File: src/rtl/seq_div_pkg.sv
// Shared definitions for the sequential divider: FSM state encoding and result width.
package seq_div_pkg;

    typedef enum logic [1:0] {
        DIV_FREE   = 2'b00,
        DIV_BYZERO = 2'b01,
        DIV_ON     = 2'b10,
        DIV_END    = 2'b11
    } div_state_t;

    localparam int DIV_WIDTH = 32;

endpackage

File: src/rtl/seq_div_step.sv
// One restoring-division iteration: shift {rem, quo} left and try to subtract the divisor.
module seq_div_step #(
    parameter int WIDTH = 32
) (
    input  logic [WIDTH-1:0] rem,
    input  logic [WIDTH-1:0] quo,
    input  logic [WIDTH-1:0] divisor,
    output logic [WIDTH-1:0] rem_nxt,
    output logic [WIDTH-1:0] quo_nxt
);

    logic [WIDTH:0] shifted;
    logic [WIDTH:0] diff;

    assign shifted = {rem, quo[WIDTH-1]};
    assign diff    = shifted - {1'b0, divisor};

    // rem < divisor is invariant, so the top bit of the 33-bit difference is the borrow.
    always_comb begin
        rem_nxt = shifted[WIDTH-1:0];
        quo_nxt = {quo[WIDTH-2:0], 1'b0};
        if (!diff[WIDTH]) begin
            rem_nxt = diff[WIDTH-1:0];
            quo_nxt = {quo[WIDTH-2:0], 1'b1};
        end
    end

endmodule

File: src/rtl/seq_div.sv
// Multi-cycle signed/unsigned divider answering the EX-stage divide handshake.
// start_i is held by the requester until ready_o; result_o = {remainder, quotient}.
module seq_div
    import seq_div_pkg::*;
#(
    parameter int WIDTH = DIV_WIDTH,
    parameter int CNT_W = 6
) (
    input  logic               clk,
    input  logic               rst,
    input  logic               signed_div_i,
    input  logic [WIDTH-1:0]   opdata1_i,
    input  logic [WIDTH-1:0]   opdata2_i,
    input  logic               start_i,
    input  logic               annul_i,
    output logic [2*WIDTH-1:0] result_o,
    output logic               ready_o
);

    localparam logic [CNT_W-1:0] LAST_STEP = CNT_W'(WIDTH - 1);

    div_state_t       state;
    logic [CNT_W-1:0] cnt;
    logic [WIDTH-1:0] rem;
    logic [WIDTH-1:0] quo;
    logic [WIDTH-1:0] divisor;
    logic             sgn_mode;
    logic             neg_a;
    logic             neg_b;

    logic [WIDTH-1:0] a_abs;
    logic [WIDTH-1:0] b_abs;
    logic [WIDTH-1:0] rem_nxt;
    logic [WIDTH-1:0] quo_nxt;
    logic [WIDTH-1:0] q_fix;
    logic [WIDTH-1:0] r_fix;

    assign a_abs = (signed_div_i && opdata1_i[WIDTH-1]) ? -opdata1_i : opdata1_i;
    assign b_abs = (signed_div_i && opdata2_i[WIDTH-1]) ? -opdata2_i : opdata2_i;

    // Sign fix-up applied to the final step's output so DONE is entered with the answer.
    assign q_fix = (sgn_mode && (neg_a ^ neg_b)) ? -quo_nxt : quo_nxt;
    assign r_fix = (sgn_mode && neg_a) ? -rem_nxt : rem_nxt;

    seq_div_step #(.WIDTH(WIDTH)) u_step (
        .rem     (rem),
        .quo     (quo),
        .divisor (divisor),
        .rem_nxt (rem_nxt),
        .quo_nxt (quo_nxt)
    );

    always_ff @(posedge clk or posedge rst) begin
        if (rst) begin
            state    <= DIV_FREE;
            cnt      <= '0;
            rem      <= '0;
            quo      <= '0;
            divisor  <= '0;
            sgn_mode <= 1'b0;
            neg_a    <= 1'b0;
            neg_b    <= 1'b0;
            result_o <= '0;
            ready_o  <= 1'b0;
        end else begin
            case (state)
                DIV_FREE: begin
                    if (start_i && !annul_i) begin
                        sgn_mode <= signed_div_i;
                        neg_a    <= signed_div_i & opdata1_i[WIDTH-1];
                        neg_b    <= signed_div_i & opdata2_i[WIDTH-1];
                        quo      <= a_abs;
                        divisor  <= b_abs;
                        rem      <= '0;
                        cnt      <= '0;
                        state    <= (opdata2_i == '0) ? DIV_BYZERO : DIV_ON;
                    end
                end
                DIV_BYZERO: begin
                    if (annul_i) begin
                        state <= DIV_FREE;
                    end else begin
                        state    <= DIV_END;
                        result_o <= '0;
                        ready_o  <= 1'b1;
                    end
                end
                DIV_ON: begin
                    if (annul_i) begin
                        state <= DIV_FREE;
                    end else begin
                        rem <= rem_nxt;
                        quo <= quo_nxt;
                        cnt <= cnt + 1'b1;
                        if (cnt == LAST_STEP) begin
                            state    <= DIV_END;
                            result_o <= {r_fix, q_fix};
                            ready_o  <= 1'b1;
                        end
                    end
                end
                DIV_END: begin
                    // Holding start_i keeps the result; a new divide needs start_i low first.
                    if (!start_i) begin
                        state    <= DIV_FREE;
                        result_o <= '0;
                        ready_o  <= 1'b0;
                    end
                end
                default: state <= DIV_FREE;
            endcase
        end
    end

endmodule

File: config.mk
export PLATFORM = sky130hd
export DESIGN_NAME = seq_div
export DESIGN_NICKNAME = d
export VERILOG_FILES = /design/src/rtl/seq_div_pkg.sv /design/src/rtl/seq_div_step.sv /design/src/rtl/seq_div.sv
export SDC_FILE = /design/constraint.sdc
export NUM_CORES = 1
export LEC_CHECK = 0
export ABC_CLOCK_PERIOD_IN_PS = 6900
export CORE_MARGIN = 5
export CORE_UTILIZATION = 25
export CTS_CLUSTER_SIZE = 14
export DETAILED_ROUTE_END_ITERATION = 8
export GPL_TIMING_DRIVEN = 0
export SLEW_MARGIN = 30
export SYNTH_ARGS = -nofsm -noshare
export SYNTH_HDL_FRONTEND = slang
export SYNTH_SLANG_ARGS = --single-unit
File: constraint.sdc
create_clock -name clk -period 6.9 [get_ports clk]
set_clock_uncertainty 0.05 [all_clocks]
set_input_delay 1.38 -clock clk [delete_from_list [all_inputs] [get_ports clk]]
set_output_delay 1.38 -clock clk [all_outputs]
set_load 0.02 [all_outputs]
==> qor.csv, run 1 <==
metric,value,unit
status,"finished, final reports clean",
Initial DRT Pass Iterations,5,
arrival time at the worst endpoint,6.60,ns
RSZ-0062 raised after global routing,no,
initial core utilization,25.28,%
Critical Path Sink Type,flop,
"Remaining Overflow, GRT",0,
Placer Congestion,0.8873,
Post-synth EDFFs,0,
Crit path buffers/inverters,5,
clock tree buffer depth,2,
fin. max-slew vios,0,
PortBufs,133,
cts hold-fix bufs,0,
Post-Route WL,40390,µm
required time worst endpoint,7.17,ns
CTS clock-pin slew for the worst setup and hold paths,0.07,ns
critical path class,reg -> reg,
ys async rst share,100.0,%
global-route wire length before repair,63560,µm
overall die height,229.7,µm
critical-path maximum fanout,10,
number of gates resized after CTS,0,
fin crit period,6.331,ns
drt drc,0,
largest net degree at the start of global routing,89,
Die W,229.7,µm
postcts setup bufs,0,
"Hold Vio Cnt, Final",0,
Max Cap Violations,0,
"Cell Chain, Critical Path","inv_1, ha_1, inv_1, fa_1, a21o_1, a221o_1, a211oi_4, o31ai_4, a21oi_4, xnor2_4, buf_2, buf_2, mux2i_1, ha_1, inv_1, nor4_1, and4_1, nor2_1, mux2i_1, o311ai_1, o31ai_2, xnor2_1, o21ai_1",
CTS buffer count,17,
final net count,1731,
post-synthesis sequential area ratio,35.66,%
"most used cell, CP",inv_1,
hold slack,0.4276,ns
post-route ant nets,0,
Final period util,91.75,%
Hold Crit Class,reg -> reg,
Area Growth Syn to Fin,22.83,%
mapped cell area,0.01207,mm²
Worst-Margin Slew,0.8297,ns
#FFs+latches synth,172,
Post-Syn Instances,1466,
# clock sinks,172,
clock tree from TritonCTS,done,
Most used DFF post-synth,dfrtp_1,
H-Tree Depth,4,
total track usage,14.90,%
DRT iter0 DRCs,1068,
WL/cell,17.97,µm
"most common cell after layout, fill and taps aside",nand2_1,
Yosys cell types,79,
CP max-delay cell,dfrtp_1,
Slew headroom,44.68,%
Ys Warns,0,
most frequent cells in the layout,"197 x nand2_1, 172 x dfrtp_1, 169 x o21ai_0, 133 x clkdlybuf4s50_1, 106 x nor2_1",
share of cells above drive strength 1,4.231,%
Vias,11410,
FMAX,158.0,MHz
Worst setup SP type,flop,
Setup TNS,0,ns
Die ar.,0.05277,mm²
io pins,134,
Final HPWL DP,32200,µm
syn avg cell area,8.233,µm²
CTS root buf,clkbuf_16,
antenna violations before repair,2,
via/cell ratio,5.077,
Core Area,0.04775,mm²
Worst-Skew Late Latency,0.45,ns
syn nets,1578,
vias in the first global route,11170,
Setup Viol. Count Final,0,
Finished Core Util,31.05,%
"CP delay by family, top",compound AO/OA/AOI/OAI gates,
row count,80,
max incr delay on CP,0.43,ns
[final timing paths]
| kind | slack [ns] | from | to | cells past startpoint |
|---|---|---|---|---|
| max reg2reg | 0.57 | quo[31] | result_o[60] | 23 |
| min | 0.43 | divisor[13] | divisor[13] | 2 |
| min in group asynchronous | 1.37 | rst | result_o[16] | 2 |
| max | 0.57 | quo[31] | result_o[60] | 23 |
| min reg2reg | 0.43 | divisor[13] | divisor[13] | 2 |
| max in group asynchronous | 4.54 | rst | divisor[22] | 3 |
[flip-flops by register name (all words and copies together) (netlist names)]
register	count
state	2
neg_b	1
rem	32
divisor	32
result_o	64
quo	32
sgn_mode	1
cnt	6
ready_o	1
neg_a	1
[routing by layer]
layer  share of wire (%)  wire [µm]  track usage, %
met4                 1.8        747           3.643
met5                   0          0               0
met3                 5.9       2376           3.022
met1                  48      19350           21.17
met2                  44      17920           23.35
[area by class of cell]
| cell class | instances | area (µm²) |
|---|---|---|
| fill | 5003 | 32920 |
| multi-input combinational | 1149 | 7192 |
| sequential | 172 | 4304 |
| timing repair buffer | 134 | 1359 |
| tap | 615 | 769.5 |
| clock buffer | 18 | 429.2 |
| buffer | 83 | 346.6 |
| inverter | 62 | 240.2 |
| clock inverter | 13 | 181.4 |
| antenna | 1 | 2.502 |
[logic make-up (layout without fill, tap and decap cells)]
| group | Yosys count | after routing | share of synthesized area, % |
|---|---|---|---|
| buf+inv | 145 | 310 | 4.800 |
| flops | 172 | 172 | 35.66 |
| simple gates | 489 | 489 | 19.10 |
| fa+ha+maj | 43 | 43 | 4.520 |
| other cells | 0 | 1 | 0 |
| mux | 36 | 36 | 3.038 |
| compound gates | 434 | 434 | 22.06 |
| xor+xnor | 147 | 147 | 10.82 |
[through the flow]
step,instance area (µm²),worst slack [ns],instances
after CTS,14820,0.6569,2246
after global routing,14820,0.3216,2246
after detailed placement,14200,0.6757,2215
after global placement,14170,-1.598,2214
after floorplan,12070,0.8099,1466
final,14820,0.5693,2247
[tightest hold or removal path: stages (launching register included)]
cell	delay [ns]
dfrtp_1	0.34
nand2_1	0.05
o21ai_0	0.06
[cell usage after synthesis, types with 7 or more instances]
master | count | share of area [%]
xor2_1 | 65 | 4.7
mux2i_1 | 31 | 2.6
o21ai_0 | 169 | 7.0
o31ai_1 | 24 | 1.5
nor4_1 | 23 | 1.2
ha_1 | 42 | 4.4
xnor2_1 | 81 | 5.9
buf_2 | 12 | 0.50
nand3_1 | 20 | 0.83
clkbuf_1 | 64 | 2.0
and3_1 | 11 | 0.57
nand4_1 | 15 | 0.78
nor2_1 | 106 | 3.3
dfrtp_1 | 172 | 36
nor3_1 | 36 | 1.5
or3_1 | 19 | 0.98
o41ai_1 | 10 | 0.73
inv_1 | 60 | 1.9
and2_1 | 11 | 0.57
or4_1 | 7 | 0.44
nand2b_1 | 14 | 0.73
nand2_1 | 197 | 6.1
a21oi_1 | 103 | 4.3
a31oi_1 | 11 | 0.57
a22oi_1 | 7 | 0.44
a21o_1 | 13 | 0.81
o22ai_1 | 23 | 1.2
Power of run 1 is left out: the tool's default activity adds up to more than one toggle a clock period on the data nets, which glitch-free logic cannot reach.
==> inputs of run 2 (changes only) <==
Settings changed: GPL_ROUTABILITY_DRIVEN from default to 0, GPL_TIMING_DRIVEN 0 to default.
==> run 2 against run 1 <==
Net effect:
- non-clock buffer count fell by 73
- first-iteration DRC count fell by 15%
- routed wire length fell by 8.0%
- flip-flop and latch count did not move
- global-route usage fell by 1.3 points
- utilization fell by 0.52 points
- via count fell by 3.4%
- final area fell by 1.7%
- die area did not move
==> qor.csv, run 2 (synthesis gave the netlist of run 1 again) <==
metric,value,unit,change
hold slack,0.4277,ns,+0.00006100 ns
Vias,11020,,-3.4%
most frequent cells in the layout,"196 x nand2_1, 172 x dfrtp_1, 169 x o21ai_0, 133 x clkdlybuf4s50_1, 105 x nor2_1",,
Hold Crit Class,reg -> reg,,
required time worst endpoint,7.16,ns,about the same
clock tree from TritonCTS,done,,
total track usage,13.63,%,-1.3 points
critical path class,reg -> reg,,
max reg flops,64,,unchanged
"Cell Chain, Critical Path","inv_1, ha_1, inv_1, fa_1, a21o_1, a221o_1, a211oi_4, o31ai_4, a21oi_4, xnor2_4, inv_2, a21oi_1, ha_1, inv_1, nor4_1, and4_1, nor2_1, mux2i_1, o311ai_1, o31ai_2, xnor2_1, o21ai_1",,
global-route wire length before repair,59180,µm,-6.9%
status,"finished, final reports clean",,
number of gates resized after CTS,0,,unchanged
Initial DRT Pass Iterations,5,,unchanged
max incr delay on CP,0.42,ns,about the same
Reg-to-Reg End,result_o[60],,
DRT iter0 DRCs,912,,-15%
via/cell ratio,5.063,,-0.29%
arrival time at the worst endpoint,5.57,ns,-1.03 ns
"CP delay by family, top",compound AO/OA/AOI/OAI gates,,
Max Cap Violations,0,,unchanged
io pins,134,,unchanged
fin. max-slew vios,0,,unchanged
"most common cell after layout, fill and taps aside",nand2_1,,
crit path from,quo[31],,
Hold Path End,result_o[36],,
H-Tree Depth,4,,unchanged
WL/cell,17.08,µm,-5.0%
CTS root buf,clkbuf_16,,
clock tree buffer depth,2,,unchanged
CTS clock-pin slew for the worst setup and hold paths,0.07,ns,about the same
critical-path maximum fanout,10,,unchanged
Core Area,0.04775,mm²,unchanged
Area Growth Syn to Fin,20.76,%,
fin crit period,5.310,ns,-1.021 ns
cts hold-fix bufs,0,,unchanged
drt drc,0,,unchanged
# clock sinks,172,,unchanged
overall die height,229.7,µm,unchanged
CTS buffer count,17,,unchanged
Setup Viol. Count Final,0,,unchanged
row count,80,,unchanged
FMAX,188.3,MHz,+19%
Worst-Margin Slew,0.9114,ns,+0.08163 ns
Worst-Skew Late Latency,0.44,ns,about the same
"Hold Vio Cnt, Final",0,,unchanged
"most used cell, CP",inv_1,,
Post-Route WL,37160,µm,-8.0%
Fill cells,4973,,-0.60%
"Remaining Overflow, GRT",0,,unchanged
Final period util,76.96,%,-15 points
Crit path buffers/inverters,4,,-1
Slew headroom,38.83,%,-5.9 points
Final HPWL DP,28220,µm,-12%
worst hold stages,2,,unchanged
initial core utilization,25.28,%,unchanged
largest reg by FF count,result_o,,
PortBufs,133,,unchanged
Critical Path Sink Type,flop,,
vias in the first global route,10500,,-5.9%
Setup TNS,0,ns,unchanged
share of cells above drive strength 1,4.298,%,+0.067 points
postcts setup bufs,0,,unchanged
Worst setup SP type,flop,,
Critical R2R Launch,quo[31],,
final net count,1658,,-4.2%
Die ar.,0.05277,mm²,unchanged
Die W,229.7,µm,unchanged
R2R depth,22,,-4.3%
internal reg-to-reg setup slack,1.59,ns,+1.02 ns
antenna violations before repair,1,,-1
post-route ant nets,0,,unchanged
CP max-delay cell,dfrtp_1,,
RSZ-0062 raised after global routing,no,,
hold path startpoint,result_o[36],,
largest net degree at the start of global routing,75,,-16%
==> run 2: per-stage QoR <==
step           cells  setup slack (ns)  util, %  cell area (µm²)
2_1_floorplan   1466            0.8099        -            12070
3_3_place_gp    2142             1.729    29.15            13920
5_1_grt         2174             1.158    30.52            14570
6_report        2176             1.590    30.53            14580
4_1_cts         2174             1.611    30.51            14570
3_5_place_dp    2142             1.622    29.16            13920
==> run 2: layout make-up <==
type                    count  area, µm²  share of cell area (%)
well taps                 615      769.5                   5.279
diodes                      2      5.005                 0.03434
clock buffers              19      442.9                   3.039
multi-input cells        1149       7198                   49.39
clock inverters            13      200.2                   1.374
repair buffers            144       1418                   9.726
inverters                  62      237.7                   1.631
flip-flops and latches    172       4304                   29.53
==> run 2: worst max path at each step <==
stage | slack [ns] | end | depth (start not counted)
floorplan | 0.81 | cnt[0] | 1
CTS | 1.61 | result_o[60] | 22
global placement | 1.73 | result_o[60] | 22
global route | 1.16 | result_o[60] | 22
finish | 1.59 | result_o[60] | 22
detailed placement | 1.62 | result_o[60] | 22
==> run 2: worst min-delay path, delay by kind of cell (launching register included) <==
family           cells  cell delay, ns
AO/OA/AOI/OAI        1            0.05
flip-flops           1            0.34
AND/OR/NAND/NOR      1            0.05
==> run 2: per-layer routing <==
| layer | routed length (µm) | global-route usage [%] |
|---|---|---|
| met1 | 18060 | 20.14 |
| met5 | 0 | 0 |
| met2 | 16130 | 20.19 |
| met4 | 641 | 3.774 |
| met3 | 2336 | 2.800 |
Power of run 2 is left out for the same reason.
